## src/rtl/jk_mod_counter_if.sv

```systemverilog
// Control and observation bundle for jk_mod_counter; master drives controls, slave returns state.
interface jk_mod_counter_if #(
    parameter int WIDTH = 4
);
    logic             en;
    logic             up;
    logic             load;
    logic [WIDTH-1:0] load_val;
    logic [WIDTH-1:0] q;
    logic [WIDTH-1:0] j_out;
    logic [WIDTH-1:0] k_out;
    logic             tc;
    logic             wrap;

    modport master (
        output en, up, load, load_val,
        input  q, j_out, k_out, tc, wrap
    );

    modport slave (
        input  en, up, load, load_val,
        output q, j_out, k_out, tc, wrap
    );
endinterface

```

## src/rtl/jk_mod_counter.sv

```systemverilog
// Modulo-MOD up/down counter built from JK cells; q updates on the edge that samples inputs.
// No backpressure: one state update per clock, tc/j_out/k_out are combinational.
module jk_mod_counter #(
    parameter int WIDTH = 4,
    parameter int MOD   = 10
) (
    input  logic            clk,
    input  logic            rst,
    jk_mod_counter_if.slave bus
);
    if (MOD < 2 || MOD > (1 << WIDTH)) begin : g_bad_mod
        $error("jk_mod_counter: MOD=%0d outside 2..2**WIDTH (WIDTH=%0d)", MOD, WIDTH);
    end

    localparam logic [WIDTH-1:0] MAX_V = WIDTH'(MOD - 1);
    localparam logic [WIDTH:0]   MOD_W = (WIDTH + 1)'(MOD);

    logic [WIDTH-1:0] q_q, q_d;
    logic [WIDTH-1:0] next_s;
    logic [WIDTH-1:0] j_s, k_s;
    logic             at_end_s;
    logic             tc_s;
    logic             wrap_q, wrap_d;

    assign at_end_s = bus.up ? (q_q == MAX_V) : (q_q == '0);
    assign tc_s     = bus.en & ~bus.load & at_end_s;

    always_comb begin
        next_s = q_q;
        if (bus.load) begin
            // Out-of-range loads saturate so q never leaves 0..MOD-1.
            next_s = ({1'b0, bus.load_val} < MOD_W) ? bus.load_val : MAX_V;
        end else if (bus.en && bus.up) begin
            next_s = (q_q == MAX_V) ? '0 : q_q + 1'b1;
        end else if (bus.en) begin
            next_s = (q_q == '0) ? MAX_V : q_q - 1'b1;
        end
    end

    // Excitation with don't-cares tied low: J only sets a 0 cell, K only clears a 1 cell.
    always_comb begin
        j_s    = next_s & ~q_q;
        k_s    = ~next_s & q_q;
        q_d    = (j_s & ~q_q) | (~k_s & q_q);
        wrap_d = tc_s;
    end

    always_ff @(posedge clk or negedge rst) begin
        if (!rst) begin
            q_q    <= '0;
            wrap_q <= 1'b0;
        end else begin
            q_q    <= q_d;
            wrap_q <= wrap_d;
        end
    end

    assign bus.q     = q_q;
    assign bus.j_out = j_s;
    assign bus.k_out = k_s;
    assign bus.tc    = tc_s;
    assign bus.wrap  = wrap_q;
endmodule

```

## src/flat_wrapper.sv

```systemverilog
// flat-port wrapper written by rule: the top's interface ports become plain ports
module jk_mod_counter_flat 
#(
    parameter int WIDTH = 4,
    parameter int MOD   = 10
)
  (clk, rst, bus_en, bus_up, bus_load, bus_load_val, bus_q, bus_j_out, bus_k_out, bus_tc, bus_wrap);
  jk_mod_counter_if #(.WIDTH(WIDTH)) bus_i ();
  input  logic clk;
  input  logic rst;
  input wire logic [$bits(bus_i.en)-1:0] bus_en;
  input wire logic [$bits(bus_i.up)-1:0] bus_up;
  input wire logic [$bits(bus_i.load)-1:0] bus_load;
  input wire logic [$bits(bus_i.load_val)-1:0] bus_load_val;
  output wire logic [$bits(bus_i.q)-1:0] bus_q;
  output wire logic [$bits(bus_i.j_out)-1:0] bus_j_out;
  output wire logic [$bits(bus_i.k_out)-1:0] bus_k_out;
  output wire logic [$bits(bus_i.tc)-1:0] bus_tc;
  output wire logic [$bits(bus_i.wrap)-1:0] bus_wrap;
  assign bus_i.en = bus_en;
  assign bus_i.up = bus_up;
  assign bus_i.load = bus_load;
  assign bus_i.load_val = bus_load_val;
  assign bus_q = bus_i.q;
  assign bus_j_out = bus_i.j_out;
  assign bus_k_out = bus_i.k_out;
  assign bus_tc = bus_i.tc;
  assign bus_wrap = bus_i.wrap;
  jk_mod_counter #(.WIDTH(WIDTH), .MOD(MOD)) u_core (.clk(clk), .rst(rst), .bus(bus_i));
endmodule
```

## config.mk

```make
export PLATFORM = sky130hd
export DESIGN_NAME = jk_mod_counter_flat
export DESIGN_NICKNAME = d
export VERILOG_FILES = /design/src/rtl/jk_mod_counter_if.sv /design/src/rtl/jk_mod_counter.sv /design/src/flat_wrapper.sv
export SDC_FILE = /design/constraint.sdc
export NUM_CORES = 1
export LEC_CHECK = 0
export ABC_AREA = 1
export CAP_MARGIN = 40
export CORE_AREA = 4 4 41 43
export DETAILED_ROUTE_END_ITERATION = 12
export DIE_AREA = 0 0 45 47
export PLACE_DENSITY = 0.74
export SLEW_MARGIN = 10
export SYNTH_ARGS = -nofsm -noshare
export SYNTH_HDL_FRONTEND = slang
export SYNTH_SLANG_ARGS = --single-unit
export TNS_END_PERCENT = 100
```

## constraint.sdc

```tcl
create_clock -name clk -period 4.41 [get_ports clk]
set_clock_uncertainty 0.1 [all_clocks]
set_input_delay 0.6615 -clock clk [delete_from_list [all_inputs] [get_ports clk]]
set_output_delay 0.6615 -clock clk [all_outputs]
set_load 0.02 [all_outputs]
```

# Word-level counts from Yosys, hierarchy flattened
# Cells that the tools add are included.
[classes] addsub=2 mul=0 div_mod_pow=0 magnitude_cmp=1 eq_ne=1 shifts=0 mux=7 bitwise_logic=11 reduce_logical=2
[ops] cell="$mux W4" count=6
[ops] cell="$and A4 B4 Y4" count=4
[ops] cell="$not A4 Y4" count=3
[ops] cell="$add A4 B1 Y4 const B" count=1
[ops] cell="$eq A4 B4 Y1 const B" count=1
[ops] cell="$logic_not A4 Y1" count=1
[ops] cell="$lt A4 B4 Y1 const B" count=1
[ops] cell="$or A4 B4 Y4" count=1
[ops] cell="$sub A4 B1 Y4 const B" count=1
[ops] cell="$and A1 B1 Y1" count=2
[ops] cell="$logic_and A1 B1 Y1" count=1
[ops] cell="$mux W1" count=1
[ops] cell="$not A1 Y1" count=1
[totals] regBits=5 latch_bits=0 ramBits=0 romBits=0 in_bits=9 output_inout_bits=14 wordCells=26 memories=0

# Longest topological paths before layout
[depth] word_depth=10 ltp_mapped=11 mapped_depth_nobuf=11

# Worst setup path before layout
# OpenSTA, ideal clock, no wires.
[synth_timing] path_kind="reg2out" from="register u_core.q_q[0] (netlist: u_core.bus.q[0])" to="output bus_tc" arrival_time_ns=1.631 required_time_ns=3.648 setup_slack_ns=2.018 stages_incl_launch_ff=7 n_path_buf=0 path_cell_list="dfrtp_1 -> inv_2 -> ha_1 -> nand3_2 -> nand2_1 -> nand2_2 -> a211oi_1"
[synth_between] elab_chain_len=3 elab_cells_between_ends=4 classes_between="eq/ne: 1; mux: 1; bitwise: 1; reduce/logical: 1"
[synth_rtl] item="start: declaration" line_no="jk_mod_counter.sv:18" rtl="logic [WIDTH-1:0] q_q, q_d;"
[synth_rtl] item="start signal: assignment" line_no="jk_mod_counter.sv:53" rtl="q_q <= q_d;"
[synth_rtl] item="$eq A4 B4 Y1 / $logic_not A4 Y1 (equally long branches)" line_no="jk_mod_counter.sv:25" rtl="assign at_end_s = bus.up ? (q_q == MAX_V) : (q_q == '0);"
[synth_rtl] item="$mux W1 (*)" line_no="jk_mod_counter.sv:25"
[synth_rtl] item="$and A1 B1 Y1 (*)" line_no="jk_mod_counter.sv:26" rtl="assign tc_s = bus.en & ~bus.load & at_end_s;"
[synth_rtl] item="end: declaration" line_no="flat_wrapper.sv:18" rtl="output wire logic [$bits(bus_i.tc)-1:0] bus_tc;"
# Every way passes the cells marked *; elsewhere a longest branch is shown, timed or not.

# Final worst setup path
[layout_timing] from="input bus_en" to="output bus_j_out[3]"
[layout_between] elab_chain_len=4 elab_cells_between_ends=5 classes_between="mux: 3; bitwise: 1; reduce/logical: 1"
[layout_rtl] item="start: declaration" line_no="flat_wrapper.sv:11" rtl="input wire logic [$bits(bus_i.en)-1:0] bus_en;"
[layout_rtl] item="$mux W4 / $logic_and A1 B1 Y1 (equally long branches)" line_no="jk_mod_counter.sv:35, jk_mod_counter.sv:33"
[layout_rtl] item="$mux W4 (*)" line_no="jk_mod_counter.sv:33" rtl="end else if (bus.en && bus.up) begin"
[layout_rtl] item="$mux W4 (*)" line_no="jk_mod_counter.sv:30" rtl="if (bus.load) begin"
[layout_rtl] item="$and A4 B4 Y4 (*)" line_no="jk_mod_counter.sv:42" rtl="j_s = next_s & ~q_q;"
[layout_rtl] item="end: declaration" line_no="flat_wrapper.sv:16" rtl="output wire logic [$bits(bus_i.j_out)-1:0] bus_j_out;"
# Marked as above.

==> impl_metrics.py <==
metrics = {
    "clock_tree": {
        "post_cts_buffers": 0,
        "cts_root_buffer": "clkbuf_4",
        "cts.sinks": 5,
        "cts_made_buffers": 3,
        "clkLatencyLatePin_ns": 0.25,
        "post_cts_resized": 0,
        "clkTransAtPathRegs_ns": 0.04,
        "cts_hold_buf": 0,
        "cts-htree-levels": 1,
        "cts_buffer_depth": 2,
        "cts_tree": "yes",
    },
    "placed_design": {
        "place_ws_ns": 1.123,
        "placed_area_um2": 738.2,
        "port_buffers": 22,
        "dp_hpwl_um": 1223,
        "gp_congestion": 0.8470,
    },
    "critical_path": {
        "reg2regPathDepth": 8,
        "crit_fanout": 6,
        "cp-end-kind": "output pin",
        "r2r_setup_slack_ns": 2.76,
        "path_class": "input pin to output pin",
        "reg2reg_to": "u_core.bus.q[2]",
        "critPathLaunchType": "input pin",
        "cp.arrival_ns": 2.52,
        "r2r-start": "u_core.bus.q[0]",
        "required_ns": 3.65,
    },
    "logic_synthesis": {
        "syn_area_um2": 499.2,
        "ys_seq_elements": 5,
        "ys_types": 17,
        "syn_inst": 83,
        "synth_nets": 95,
        "seq_area_frac_synth_pct": 25.06,
        "ys_warn_count": 0,
        "avgSynthCellArea_um2": 6.015,
    },
    "sta": {
        "rsz0062_at_grt": "false",
        "setup_tns_ns": 0,
        "hold_violations": 0,
        "timing.final.crit_period_ns": 3.285,
        "slew_viol_final": 0,
        "setup_viol": 0,
        "setup_ws_ns": 1.125,
        "period_share_pct": 74.50,
        "relSlewSlack_pct": 75.45,
        "fin_hold_ws_ns": 0.5366,
        "fmax_mhz": 304.4,
        "tightest_slew_ns": 0.3683,
    },
    "power": {
        "power.leakage_nw": 0.3858,
        "ir_drop_v": 0.0002244,
        "p_per_area_mw_per_mm2": 301.5,
    },
    "hold_path": {
        "hold_class": "input pin to asynchronous set/reset pin",
    },
    "finish": {
        "final_nets": 122,
        "post-route-util_pct": 58.75,
        "syn_to_final_growth_pct": 53.13,
        "drive_gt1_share_pct": 12.84,
        "diodes": 0,
        "fin_area_um2": 764.5,
    },
    "drt": {
        "drc": 0,
        "drtIter0Drc": 9,
        "vias": 615,
        "wl_per_cell_um": 12.27,
        "antenna_left": 0,
        "dr.pass1.iters": 4,
        "vias_per_cell": 4.960,
        "wl_um": 1521,
    },
    "job": {
        "cap_violations": 0,
    },
    "global_routing": {
        "gr-total-overflow": 0,
        "grt_max_degree": 9,
        "grt_first_pass_wirelength_um": 2753,
        "grt_pass1_vias": 635,
        "antenna_found_initial": 0,
        "track_usage_pct": 18.51,
    },
    "floorplan": {
        "coreArea_mm2": 0.001301,
        "num_rows": 13,
        "start_util_pct": 38.37,
        "io_pins": 23,
        "die_x_um": 45,
        "die_y_um": 47,
        "fp.dieArea_mm2": 0.002115,
    },
    "outcome": {
        "status": "finished, final reports clean",
    },
}
placed cells by master (no fill, tap or decap), types with 2 or more instances in the layout:
master / synthesis / layout
nand2_2: 2 / 2
o21ai_0: 3 / 3
dfrtp_1: 5 / 5
nand2_1: 30 / 30
nor2_1: 8 / 8
clkbuf_4: 0 / 3
a21oi_1: 5 / 5
inv_2: 5 / 5
nand3_1: 5 / 5
nand3_2: 2 / 2
inv_1: 9 / 9
ha_1: 3 / 3
clkdlybuf4s50_1: 0 / 22
kinds of logic (layout without fill, tap and decap cells):
| kind of cell | Yosys count | after routing | synth area share [%] |
|---|---|---|---|
| AND/OR/NAND/NOR | 50 | 50 | 44.86 |
| buffers and inverters | 14 | 40 | 10.53 |
| AO/OA/AOI/OAI | 11 | 11 | 12.03 |
| adder cells (fa/ha/maj) | 3 | 3 | 7.520 |
| flip-flops | 5 | 5 | 25.06 |
final cells by class:
class / instances / area (um^2)
tap: 15 / 18.77
fill: 133 / 536.8
clock buffer: 4 / 26.28
sequential: 5 / 125.1
timing repair buffer: 22 / 220.2
multi-input combinational: 64 / 321.6
inverter: 14 / 52.55
sequential cells by signal, indices dropped and copies added, names as in the netlist:
| register | count |
|---|---|
| u_core.bus.q | 4 |
| u_core.bus.wrap | 1 |
metal layers:
| layer | global-route usage, % | part of all wire [%] | vias up |
|---|---|---|---|
| met5 | 0 | 0 | - |
| met4 | 14.62 | 3.4 | 0 |
| met3 | 6.130 | 7.6 | 7 |
| met2 | 28.81 | 46 | 24 |
| met1 | 20.78 | 43 | 271 |
| li1 | - | - | 313 |
power by group:
group | total (mW) | switching (mW) | leakage, nW | internal, mW
Combinational | 0.111 | 0.0614 | 0.311 | 0.0498
Sequential | 0.0638 | 0.0130 | 0.0601 | 0.0508
Clock | 0.0555 | 0.0211 | 0.0150 | 0.0344
critical path: stages:
cell	delay [ns]
clkdlybuf4s50_1	0.59
inv_2	0.08
nor2_4	0.10
nand2_1	0.06
nand2_1	0.05
nand2_1	0.04
nand2_1	0.05
nand2_1	0.05
nand2_1	0.07
nand2_1	0.07
nor2_1	0.09
clkdlybuf4s50_1	0.61
worst max-delay path by stage:
stage	to	slack [ns]	depth (start not counted)	start
3_5_place_dp	bus_j_out[3]	1.12	12	bus_en
3_3_place_gp	bus_j_out[3]	1.13	12	bus_en
6_report	bus_j_out[3]	1.12	12	bus_en
5_1_grt	bus_j_out[3]	0.93	12	bus_en
2_1_floorplan	bus_tc	2.02	6	u_core.bus.q[0]
4_1_cts	bus_j_out[3]	1.12	12	bus_en
per-stage QoR:
stage	power [mW]	std cells
after global routing	0.2494	124
after detailed placement	0.1760	120
after global placement	0.1744	120
after CTS	0.2336	124
final	0.2305	124
after floorplan	0.1251	83
cell usage after synthesis (all sizes together):
library cell / instances / area (um^2)
o211ai: 1 / 7.510
nor2: 10 / 47.55
nand4: 1 / 6.260
dfrtp: 5 / 125.1
nand3: 7 / 45.04
o21ai: 4 / 20.01
ha: 3 / 37.54
a211oi: 1 / 7.510
nand2: 32 / 125.1
a21oi: 5 / 25.02
inv: 14 / 52.55
Note: power is estimated with default switching activity, not from simulation.
